File: src/rtl/stage_sequencer.sv
// -----------------------------------------------------------------------------
// stage_sequencer
//   Multi-cycle instruction sequencer. It issues a one-cycle start pulse per
//   pipeline stage and waits for that stage's finish pulse before it moves on.
//   Features:
//   - per-instruction stage skipping (skip mask sampled at each advance)
//   - redirect flush back to stage 0
//   - stuck-stage watchdog with a sticky HALT
//   - retired-instruction counter
//   - commit delay line used to align difftest valid
//
// Ports
//   clk, rst     clock and synchronous active-high reset
//   start_en     run enable, consulted only when a new instruction would start
//   stage_done   per-stage finish pulses; only the active stage's bit is used
//   stage_skip   per-stage skip mask; bit 0 (fetch) is never skipped
//   redirect     abandon the current instruction and restart at stage 0
//   stage_valid  one-cycle start pulse in the entry cycle of a stage
//   cur_stage    one-hot active stage; 0 in IDLE and HALT
//   commit       one-cycle retire pulse
//   commit_dly   commit delayed by COMMIT_DELAY cycles
//   instr_cnt    retired-instruction count (wraps)
//   timeout      sticky watchdog trip flag
//   idle         high while in IDLE
// -----------------------------------------------------------------------------
module stage_sequencer #(
    parameter int NUM_STAGES   = 5,
    parameter int COMMIT_DELAY = 2,
    parameter int TIMEOUT_W    = 16,
    parameter int CNT_W        = 64
) (
    input  logic                  clk,
    input  logic                  rst,
    input  logic                  start_en,
    input  logic [NUM_STAGES-1:0] stage_done,
    input  logic [NUM_STAGES-1:0] stage_skip,
    input  logic                  redirect,
    output logic [NUM_STAGES-1:0] stage_valid,
    output logic [NUM_STAGES-1:0] cur_stage,
    output logic                  commit,
    output logic                  commit_dly,
    output logic [CNT_W-1:0]      instr_cnt,
    output logic                  timeout,
    output logic                  idle
);

    localparam logic [1:0] S_IDLE = 2'd0;
    localparam logic [1:0] S_RUN  = 2'd1;
    localparam logic [1:0] S_HALT = 2'd2;

    localparam logic [NUM_STAGES-1:0] FIRST_STAGE = NUM_STAGES'(1);
    localparam logic [TIMEOUT_W-1:0]  WD_MAX      = '1;

    logic [1:0]            state_q, state_d;
    logic [NUM_STAGES-1:0] cur_stage_q, cur_stage_d;
    logic [NUM_STAGES-1:0] stage_valid_q, stage_valid_d;
    logic                  commit_q, commit_d;
    logic [CNT_W-1:0]      instr_cnt_q, instr_cnt_d;
    logic                  timeout_q, timeout_d;
    logic                  idle_q, idle_d;
    logic [TIMEOUT_W-1:0]  wd_cnt_q, wd_cnt_d;

    // Stages strictly after the active one. Bit 0 is never "later", which is
    // what makes the fetch skip bit irrelevant.
    logic [NUM_STAGES-1:0] later_mask;
    logic [NUM_STAGES-1:0] next_cand;
    logic [NUM_STAGES-1:0] next_onehot;
    logic                  done_hit;

    genvar gi;
    generate
        for (gi = 0; gi < NUM_STAGES; gi++) begin : g_later
            if (gi == 0) begin : g_first
                assign later_mask[gi] = 1'b0;
            end else begin : g_rest
                assign later_mask[gi] = |cur_stage_q[gi-1:0];
            end
        end
    endgenerate

    assign next_cand   = later_mask & ~stage_skip;
    // Isolate the lowest set bit: the nearest non-skipped later stage.
    assign next_onehot = next_cand & (~next_cand + FIRST_STAGE);
    assign done_hit    = |(stage_done & cur_stage_q);

    always_comb begin
        state_d       = state_q;
        cur_stage_d   = cur_stage_q;
        stage_valid_d = '0;
        commit_d      = 1'b0;
        instr_cnt_d   = instr_cnt_q;
        timeout_d     = timeout_q;
        wd_cnt_d      = wd_cnt_q;

        case (state_q)
            S_IDLE: begin
                if (start_en) begin
                    state_d       = S_RUN;
                    cur_stage_d   = FIRST_STAGE;
                    stage_valid_d = FIRST_STAGE;
                    wd_cnt_d      = '0;
                end
            end
            S_RUN: begin
                // Redirect and retire share the same restart decision.
                if (redirect || (done_hit && next_cand == '0)) begin
                    if (!redirect) begin
                        commit_d    = 1'b1;
                        instr_cnt_d = instr_cnt_q + CNT_W'(1);
                    end
                    wd_cnt_d = '0;
                    if (start_en) begin
                        cur_stage_d   = FIRST_STAGE;
                        stage_valid_d = FIRST_STAGE;
                    end else begin
                        state_d     = S_IDLE;
                        cur_stage_d = '0;
                    end
                end else if (done_hit) begin
                    cur_stage_d   = next_onehot;
                    stage_valid_d = next_onehot;
                    wd_cnt_d      = '0;
                end else if (wd_cnt_q == WD_MAX) begin
                    state_d     = S_HALT;
                    cur_stage_d = '0;
                    timeout_d   = 1'b1;
                end else begin
                    wd_cnt_d = wd_cnt_q + TIMEOUT_W'(1);
                end
            end
            S_HALT: begin
                cur_stage_d = '0;
            end
            default: begin
                state_d     = S_IDLE;
                cur_stage_d = '0;
            end
        endcase

        idle_d = (state_d == S_IDLE);
    end

    always_ff @(posedge clk) begin
        if (rst) begin
            state_q       <= S_IDLE;
            cur_stage_q   <= '0;
            stage_valid_q <= '0;
            commit_q      <= 1'b0;
            instr_cnt_q   <= '0;
            timeout_q     <= 1'b0;
            idle_q        <= 1'b1;
            wd_cnt_q      <= '0;
        end else begin
            state_q       <= state_d;
            cur_stage_q   <= cur_stage_d;
            stage_valid_q <= stage_valid_d;
            commit_q      <= commit_d;
            instr_cnt_q   <= instr_cnt_d;
            timeout_q     <= timeout_d;
            idle_q        <= idle_d;
            wd_cnt_q      <= wd_cnt_d;
        end
    end

    // Commit delay line; shifts every cycle regardless of state.
    generate
        if (COMMIT_DELAY == 0) begin : g_nodly
            assign commit_dly = commit_q;
        end else begin : g_dly
            logic [COMMIT_DELAY-1:0] dly_q, dly_d;
            for (gi = 0; gi < COMMIT_DELAY; gi++) begin : g_tap
                if (gi == 0) begin : g_head
                    assign dly_d[gi] = commit_q;
                end else begin : g_body
                    assign dly_d[gi] = dly_q[gi-1];
                end
            end
            always_ff @(posedge clk) begin
                if (rst) begin
                    dly_q <= '0;
                end else begin
                    dly_q <= dly_d;
                end
            end
            assign commit_dly = dly_q[COMMIT_DELAY-1];
        end
    endgenerate

    assign stage_valid = stage_valid_q;
    assign cur_stage   = cur_stage_q;
    assign commit      = commit_q;
    assign instr_cnt   = instr_cnt_q;
    assign timeout     = timeout_q;
    assign idle        = idle_q;

endmodule

File: config.mk
export PLATFORM = sky130hd
export DESIGN_NAME = stage_sequencer
export DESIGN_NICKNAME = d
export VERILOG_FILES = /design/src/rtl/stage_sequencer.sv
export SDC_FILE = /design/constraint.sdc
export NUM_CORES = 1
export LEC_CHECK = 0
export CAP_MARGIN = 20
export CORE_UTILIZATION = 40
export DETAILED_ROUTE_END_ITERATION = 8
export PLACE_DENSITY = 0.66
export SYNTH_ARGS = -nofsm -noshare
export SYNTH_HDL_FRONTEND = slang
export SYNTH_SLANG_ARGS = --single-unit
File: constraint.sdc
create_clock -name clk -period 2 [get_ports clk]
set_input_delay 0.4 -clock clk [delete_from_list [all_inputs] [get_ports clk]]
set_output_delay 0.4 -clock clk [all_outputs]
set_load 0.005 [all_outputs]
; Word level (Yosys, flattened, before mapping)
; Cells that the tools add are included.
[op_classes]
n_reduce_logical = 15
bitwise = 9
eq_ne = 6
addsub = 3
mux = 21
[ops]
columns = cell, count
row1 = adder 64 x 1 -> 64 bit (second input constant), 1
row2 = two-way mux 16 bit, 4
row3 = case mux 16 bit (2 select lines), 1
row4 = two-way mux 5 bit, 6
row5 = case mux 5 bit (2 select lines), 2
row6 = adder 16 x 1 -> 16 bit (second input constant), 1
row7 = == test 16 bit (second input constant), 1
row8 = AND 5 bit, 3
row9 = two-way mux 2 bit, 5
row10 = inverter 5 bit, 2
row11 = != test 4 bit (second input constant), 2
row12 = case mux 2 bit (3 select lines), 1
row13 = AND reduction 3 bit, 2
row14 = OR reduction 3 bit, 2
row15 = adder 5 x 1 -> 5 bit (second input constant), 1
row16 = zero test 5 bit, 1
row17 = OR reduction 5 bit, 1
row18 = zero test 2 bit, 2
row19 = inverter 1 bit, 4
row20 = AND reduction 4 bit, 1
row21 = OR reduction 4 bit, 1
row22 = == test 2 x 1 -> 1 bit (second input constant), 1
row23 = == test 2 bit (second input constant), 1
row24 = two-way mux 1 bit, 2
row25 = 6 further kinds, 6
[word_totals]
wordCells = 63
in_bits = 14
register_bits = 97

; Logic depth before layout (Yosys ltp)
; Gate-level depths: netlist of the first run.
[depth]
depth_word = 8
ltp_mapped = 8
ltp_nobuf = 6

; Worst setup path after synthesis of the first run
; No wires, ideal clock.
[synth_path]
path_kind = register -> register
startpoint = reg cur_stage_q[0] (netlist: cur_stage[0])
endpoint = reg instr_cnt_q[1] (netlist: instr_cnt[1])
path_slack_ns = -0.147
setup_time_ns = 0.128
arrival_ns = 2.020
stages_incl_launch_ff = 9
synth_period_minus_slack_ns = 2.147
required_ns = 1.872
cell_sequence = dfxtp_1 buf_2 a222oi_1 a21oi_1 o211ai_2 buf_4 buf_4 mux2i_1 nor2_1
[synth_between]
elab_chain_len = 6
[synth_rtl]
columns = element, line
row1 = "start, declared", 55  ; logic [NUM_STAGES-1:0] cur_stage_q, cur_stage_d;
row2 = "start signal, assigned", 155  ; cur_stage_q <= cur_stage_d;
row3 = OR reduction 4 bit (tied with other cells), 76  ; assign later_mask[gi] = |cur_stage_q[gi-1:0];
row4 = AND 5 bit, 81  ; assign next_cand = later_mask & ~stage_skip;
row5 = zero test 5 bit, 106  ; if (redirect || (done_hit && next_cand == '0)) begin
row6 = logical AND 1 bit *, 106
row7 = logical OR 1 bit *, 106
row8 = AND reduction 3 bit (no source line) *, --
row9 = "end signal, assigned", 158  ; instr_cnt_q <= instr_cnt_d;
row10 = "end, declared", 58  ; logic [CNT_W-1:0] instr_cnt_q, instr_cnt_d;
; Every way passes the cells marked *; elsewhere a longest branch is shown, timed or not.
; A chain may end at the register's enable or synchronous reset.

; Final worst setup path of the first run
[layout_path]
startpoint = reg instr_cnt_q[5] (netlist: instr_cnt[5])
endpoint = reg instr_cnt_q[27] (netlist: instr_cnt[27])
[layout_between]
elab_chain_len = 1
[layout_rtl]
columns = element, line
row1 = adder 64 x 1 -> 64 bit, 109  ; instr_cnt_d = instr_cnt_q + CNT_W'(1);
; No other way between the ends.

==> results of run 1 <==
==> area by class of cell <==
class | count | area (µm²)
clock buffers | 14 | 264.0
fillers | 866 | 3471
inverters | 15 | 56.30
multi-input cells | 454 | 3672
flip-flops and latches | 97 | 1961
well taps | 168 | 210.2
repair buffers | 257 | 2477
==> worst min path at each step <==
stage | end | slack [ps] | cells after the start
after floorplan | g_dly.dly_q[1] | 410 | 1
after detailed placement | g_dly.dly_q[1] | 430 | 1
after global placement | g_dly.dly_q[1] | 430 | 1
after global routing | stage_valid[1] | 440 | 4
after CTS | g_dly.dly_q[1] | 460 | 1
final | stage_valid[1] | 390 | 4
==> stage by stage <==
step           cells  worst slack, ps  hold slack (ps)  power [mW]    util
3_3_place_gp     951           -696.3            433.9       2.223  0.5812
5_1_grt         1005           -234.1            435.7       4.033  0.7134
2_1_floorplan    598           -90.39            413.8       2.095       -
3_5_place_dp     951           -736.0            433.8       2.228  0.5812
4_1_cts          979           -153.0            459.2       3.863  0.6339
6_report        1005           -213.9            393.3       3.921  0.7134
==> Yosys cell counts (9+ instances only) <==
cell / n
nor4_1: 17
o21ai_0: 14
and3_1: 20
dfxtp_1: 97
nand3_1: 38
clkbuf_1: 22
nand4_1: 20
or4_1: 32
o311ai_0: 11
or3_1: 11
nand2_1: 44
nor2_1: 39
o31ai_1: 33
inv_1: 15
a21oi_1: 49
or2_2: 9
nor2b_1: 15
==> sequential cells by signal, indices dropped and copies added (netlist names) <==
register	flops
g_dly.dly_q	2
timeout	1
cur_stage	5
idle	1
commit	1
state_q	2
wd_cnt_q	16
stage_valid	5
instr_cnt	64
==> timing repair <==
item / 4_1_cts / 5_1_grt
gates cloned: 3 / 8
hold endpoints to repair: 0 / 0
pin swaps: 17 / 59
gates resized for setup: 47 / 151
setup buffers: 11 / 20
setup endpoints to repair: 65 / 86
==> worst max-delay path, cell delays in order (launching register included) <==
cell and delay, ps:
dfxtp_2 330, nand4_1 140, buf_6 160, nor4_4 340, o2111ai_4 290, buf_6 230, buf_16 140, o31ai_1 320
a21oi_1 120
==> metal layers <==
metal  GRT usage  share of wire
met4     0.09264          0.023
met3     0.03507          0.059
met1      0.3143           0.43
met5           0              0
met2      0.4053           0.49
==> where the power goes <==
group	total (mW)	switching [mW]	internal, mW
combinational	0.331	0.166	0.165
clock	1.65	0.746	0.901
sequential	1.94	0.00550	1.94
==> cell families (layout without fill, tap and decap cells) <==
family | Yosys count | count (layout) | share of synthesized area
AND/OR/NAND/NOR | 283 | 283 | 0.3190
AO/OA/AOI/OAI | 149 | 149 | 0.2070
flip-flops | 97 | 97 | 0.3871
buffers and inverters | 47 | 286 | 0.03941
multiplexers | 17 | 17 | 0.03717
XOR/XNOR | 3 | 3 | 0.005239
adder cells (fa/ha/maj) | 2 | 2 | 0.004988
==> impl_metrics.json, run 1 <==
{
  "outcome": "finished with violations",
  "violations": "setup timing",
  "synth_cell_types": 63,
  "grt_max_degree": 87,
  "antenna_found_initial": 0,
  "worstReg2RegStart": "instr_cnt[5]",
  "row_count": 40,
  "hold_start": "stage_skip[1]",
  "crit_start": "instr_cnt[5]",
  "slew_headroom": 0.6827,
  "synth_area_mm2": 0.005016,
  "insertion_delay_ps": 350,
  "reg2reg_depth": 8,
  "cp_data_required_time_ps": 2220,
  "max_freq_mhz": 451.7,
  "rsz0062_at_grt": "yes",
  "nets": 850,
  "numClockSinks": 97,
  "place_congestion": 0.8309,
  "layout.cells.most_common": "buf_4",
  "endpoint_kind": "flip-flop",
  "syn_inst": 598,
  "p_leak_nw": 3.324,
  "min_path_type": "in -> reg",
  "antenna_cells": 0,
  "worst_slack_ps": -213.9,
  "ys_seq_area_frac": 0.3871,
  "cts_buffer_depth": 2,
  "worst_ir_drop_vdd_uv": 290.0,
  "via_count": 5904,
  "yosys_warnings": 0,
  "finalHoldViolCount": 0,
  "avgSynthCellArea_um2": 8.388,
  "period_needed_ps": 2214,
  "worstSetupEndpoint": "instr_cnt[27]",
  "via_per_inst": 5.875,
  "drc": 0,
  "setup_violations": 50,
  "final_cell_mix": "buf_4 (126), dfxtp_1 (86), clkdlybuf4s50_1 (84), nand2_1 (43)",
  "reg2reg_to": "instr_cnt[27]",
  "cts_tree": "built",
  "numCtsBuffers": 9,
  "timing.final.crit_share": 1.107,
  "drive_gt1_frac": 0.3787,
  "slew_violations": 0,
  "synth_seq_cells": 97,
  "overflow": 0,
  "placed_area_mm2": 0.007039,
  "worst_ep_arrival_time_ps": 2430,
  "clock_skew_ps": 6.691,
  "detail_route.wl_per_cell_um": 18.09,
  "power.density_mw_per_mm2": 453.7,
  "die_h_um": 114.0,
  "grt_pass1_vias": 5280,
  "dieArea_mm2": 0.01299,
  "yosysTopAreaCell": "dfxtp_1",
  "drtAntennaViolNets": 0,
  "drt_iter0_drc": 470,
  "async_flop_share": 0,
  "max_slew.worst_pin.slew_ps": 474.9,
  "cts-root-buf": "clkbuf_16",
  "drt_pass1_iterations": 5,
  "htree_levels": 3,
  "portBuffers": 90,
  "grt_pass1_wl_mm": 25.25,
  "rrSetupSlack_ps": -210,
  "yosys-top-cells-area": "dfxtp_1 (39%), o31ai_1 (4.9%), a21oi_1 (4.9%)",
  "clk_pin_slew_ps": 70,
  "final.setup.tns_ps": -4142,
  "cp-start-kind": "flip-flop",
  "path_max_fanout": 5,
  "dp.final_hpwl_mm": 10.49,
  "synth-edff-count": 0,
  "track_usage": 0.2419,
  "design_area_mm2": 0.008641,
  "synth_nets": 614,
  "setup.worst_path.class": "reg -> reg",
  "coreArea_mm2": 0.01211,
  "start_util": 0.4142,
  "io_pins": 92,
  "ys_dominant_reg_cell": "dfxtp_1",
  "drt_wl_total_mm": 18.18,
  "max_cap_violations": 0,
  "cts_hold_buffers": 0,
  "die_x_um": 114.0,
  "syn2layout_area_growth_pct": 72.26,
  "synth_top_area_frac": 0.3871
}
(Power assumes the default switching activity.)
==> run 2, diff against run 1 <==
Settings changed: CORE_UTILIZATION 40 to 48, GPL_ROUTABILITY_DRIVEN set to 0, PLACE_DENSITY 0.66 to 0.77.
==> impl_metrics.json, run 2 (synthesis results as in run 1) <==
{
  "via_per_inst": 6.528,
  "overflow": 0,
  "endpoint_kind": "flip-flop",
  "cp_cell_sequence": "nand4_1 > buf_6 > nor4_4 > o2111ai_4 > buf_4 > buf_12 > or4_1 > a21oi_1",
  "period_needed_ps": 2206,
  "numClockSinks": 97,
  "timing.final.crit_share": 1.103,
  "critical_path.top_delay_family": "simple AND/OR/NAND/NOR gates",
  "slew_headroom": 0.5642,
  "die_x_um": 104.2,
  "grt_pass1_wl_mm": 27.70,
  "max_freq_mhz": 453.4,
  "power.density_mw_per_mm2": 473.6,
  "slew_violations": 0,
  "row_count": 36,
  "outcome": "finished with violations",
  "antenna_cells": 0,
  "dp.final_hpwl_mm": 10.50,
  "worst_ir_drop_vdd_uv": 409.0,
  "internal_power_mw": 2.899,
  "worst_slack_ps": -205.7,
  "setup_violations": 62,
  "setup.worst_path.class": "reg -> reg",
  "max_slew.worst_pin.slew_ps": 653.0,
  "drt_pass1_iterations": 5,
  "final_cell_mix": "buf_4 (112), dfxtp_1 (85), clkdlybuf4s50_1 (85), a21oi_1 (44), nand2_1 (41)",
  "dp_slack_ps": -797.6,
  "die_h_um": 104.2,
  "drtAntennaViolNets": 0,
  "p_leak_nw": 3.089,
  "pwr-share-seq": 0.513,
  "clkPwrFrac": 0.406,
  "detail_route.wl_per_cell_um": 20.57,
  "cp-start-kind": "flip-flop",
  "max_cap_violations": 0,
  "cp_data_required_time_ps": 2310,
  "critPathMaxStageDelay_ps": 450,
  "grt_pass1_vias": 5721,
  "cts-root-buf": "clkbuf_8",
  "regArea_mm2": 0.001959,
  "n_fill_cell": 574,
  "htree_levels": 3,
  "drc": 0,
  "clock_skew_ps": 15.88,
  "start_util": 0.5039,
  "dieArea_mm2": 0.01086,
  "drt_iter0_drc": 640,
  "track_usage": 0.3136,
  "via_count": 6162,
  "largest_register_ffs": 64,
  "drt_wl_total_mm": 19.42,
  "hold_slack_ps": 440.7,
  "multi_input_area_mm2": 0.003443,
  "report.power.total_mw": 3.785,
  "pwr-share-comb": 0.081,
  "drive_gt1_frac": 0.3206,
  "insertion_delay_ps": 380,
  "path_max_fanout": 5,
  "numCtsBuffers": 9,
  "layout.cells.most_common": "buf_4",
  "finalHoldViolCount": 0,
  "io_pins": 92,
  "cp_num_buf_inv": 3,
  "cts_tree": "built",
  "min_path_type": "in -> reg",
  "nets": 823,
  "syn2layout_area_growth_pct": 59.32,
  "rsz0062_at_grt": "yes",
  "clk_pin_slew_ps": 90,
  "portBuffers": 90,
  "switchingPower_mw": 0.8863,
  "violations": "setup timing",
  "grt_max_degree": 87,
  "crit_slowest_cell": "or4_1",
  "switching_share": 0.2342,
  "worst_ep_arrival_time_ps": 2510,
  "antenna_found_initial": 1,
  "coreArea_mm2": 0.009955,
  "cts_buffer_depth": 2
}
[run 2: cell types whose count changed in the layout (fill, tap and decap cells not counted), sizes merged, moves of 2 or more]
| cell | delta |
|---|---|
| buf | -24 |
| clkbuf | -8 |
| bufinv | +3 |
| clkinvlp | +2 |
| dlygate4sd2 | +2 |
| dlymetal6s2s | -2 |
[run 2: worst reg2reg max path: cells and delay by family (launching register included)]
kind	cells	cell delay [ps]
simple gates	3	930
buf+inv	3	510
compound gates	2	370
flops	1	340
[run 2: what timing repair did]
item                       in CTS  in global routing
cloned                          4                  4
pin swaps                      24                 36
setup endpoints to repair      80                 78
gates resized for setup        65                 82
setup buffers                  12                 10
hold buffers                    0                  0
[run 2: per-stage QoR]
| stage | TNS (ps) | std cells | utilization | area, µm² |
|---|---|---|---|---|
| after detailed placement | -45590 | 902 | 0.6897 | 6865 |
| after CTS | -1912 | 933 | 0.7626 | 7591 |
| after global placement | -43240 | 902 | 0.6897 | 6865 |
| after global routing | -8732 | 944 | 0.8028 | 7991 |
| final | -5220 | 944 | 0.8028 | 7991 |
| after floorplan | -1374 | 598 | - | 5065 |
[run 2: worst paths after layout]
path | start | end | slack (ps) | cells past startpoint
setup / recovery | instr_cnt[2] | instr_cnt[19] | -210 | 8
hold / removal | stage_skip[1] | stage_valid[1] | 440 | 4
setup reg to reg | instr_cnt[2] | instr_cnt[19] | -210 | 8
hold reg to reg | g_dly.dly_q[0] | g_dly.dly_q[1] | 460 | 1
[run 2: routing by layer]
layer | up-vias | part of all wire | track usage
li1 | 2714 | - | -
met1 | 3007 | 0.40 | 0.3854
met2 | 382 | 0.50 | 0.5505
met3 | 59 | 0.071 | 0.05514
met4 | 0 | 0.032 | 0.1071
met5 | - | 0 | 0
[run 2: power groups by stage]
stage / Sequential (mW) / Combinational [mW] / Clock (mW)
2_1_floorplan: 1.99 / 0.108 / 0
3_3_place_gp: 1.99 / 0.215 / 0
3_5_place_dp: 1.99 / 0.221 / 0
4_1_cts: 1.94 / 0.257 / 1.53
5_1_grt: 1.94 / 0.318 / 1.61
6_report: 1.94 / 0.305 / 1.54
[run 2: cell type report]
class,instances,area share
inverters,15,0.007046
clock buffers,10,0.01597
repair buffers,229,0.2669
flip-flops and latches,97,0.2452
multi-input cells,455,0.4309
clock inverters,5,0.01315
well taps,133,0.02082
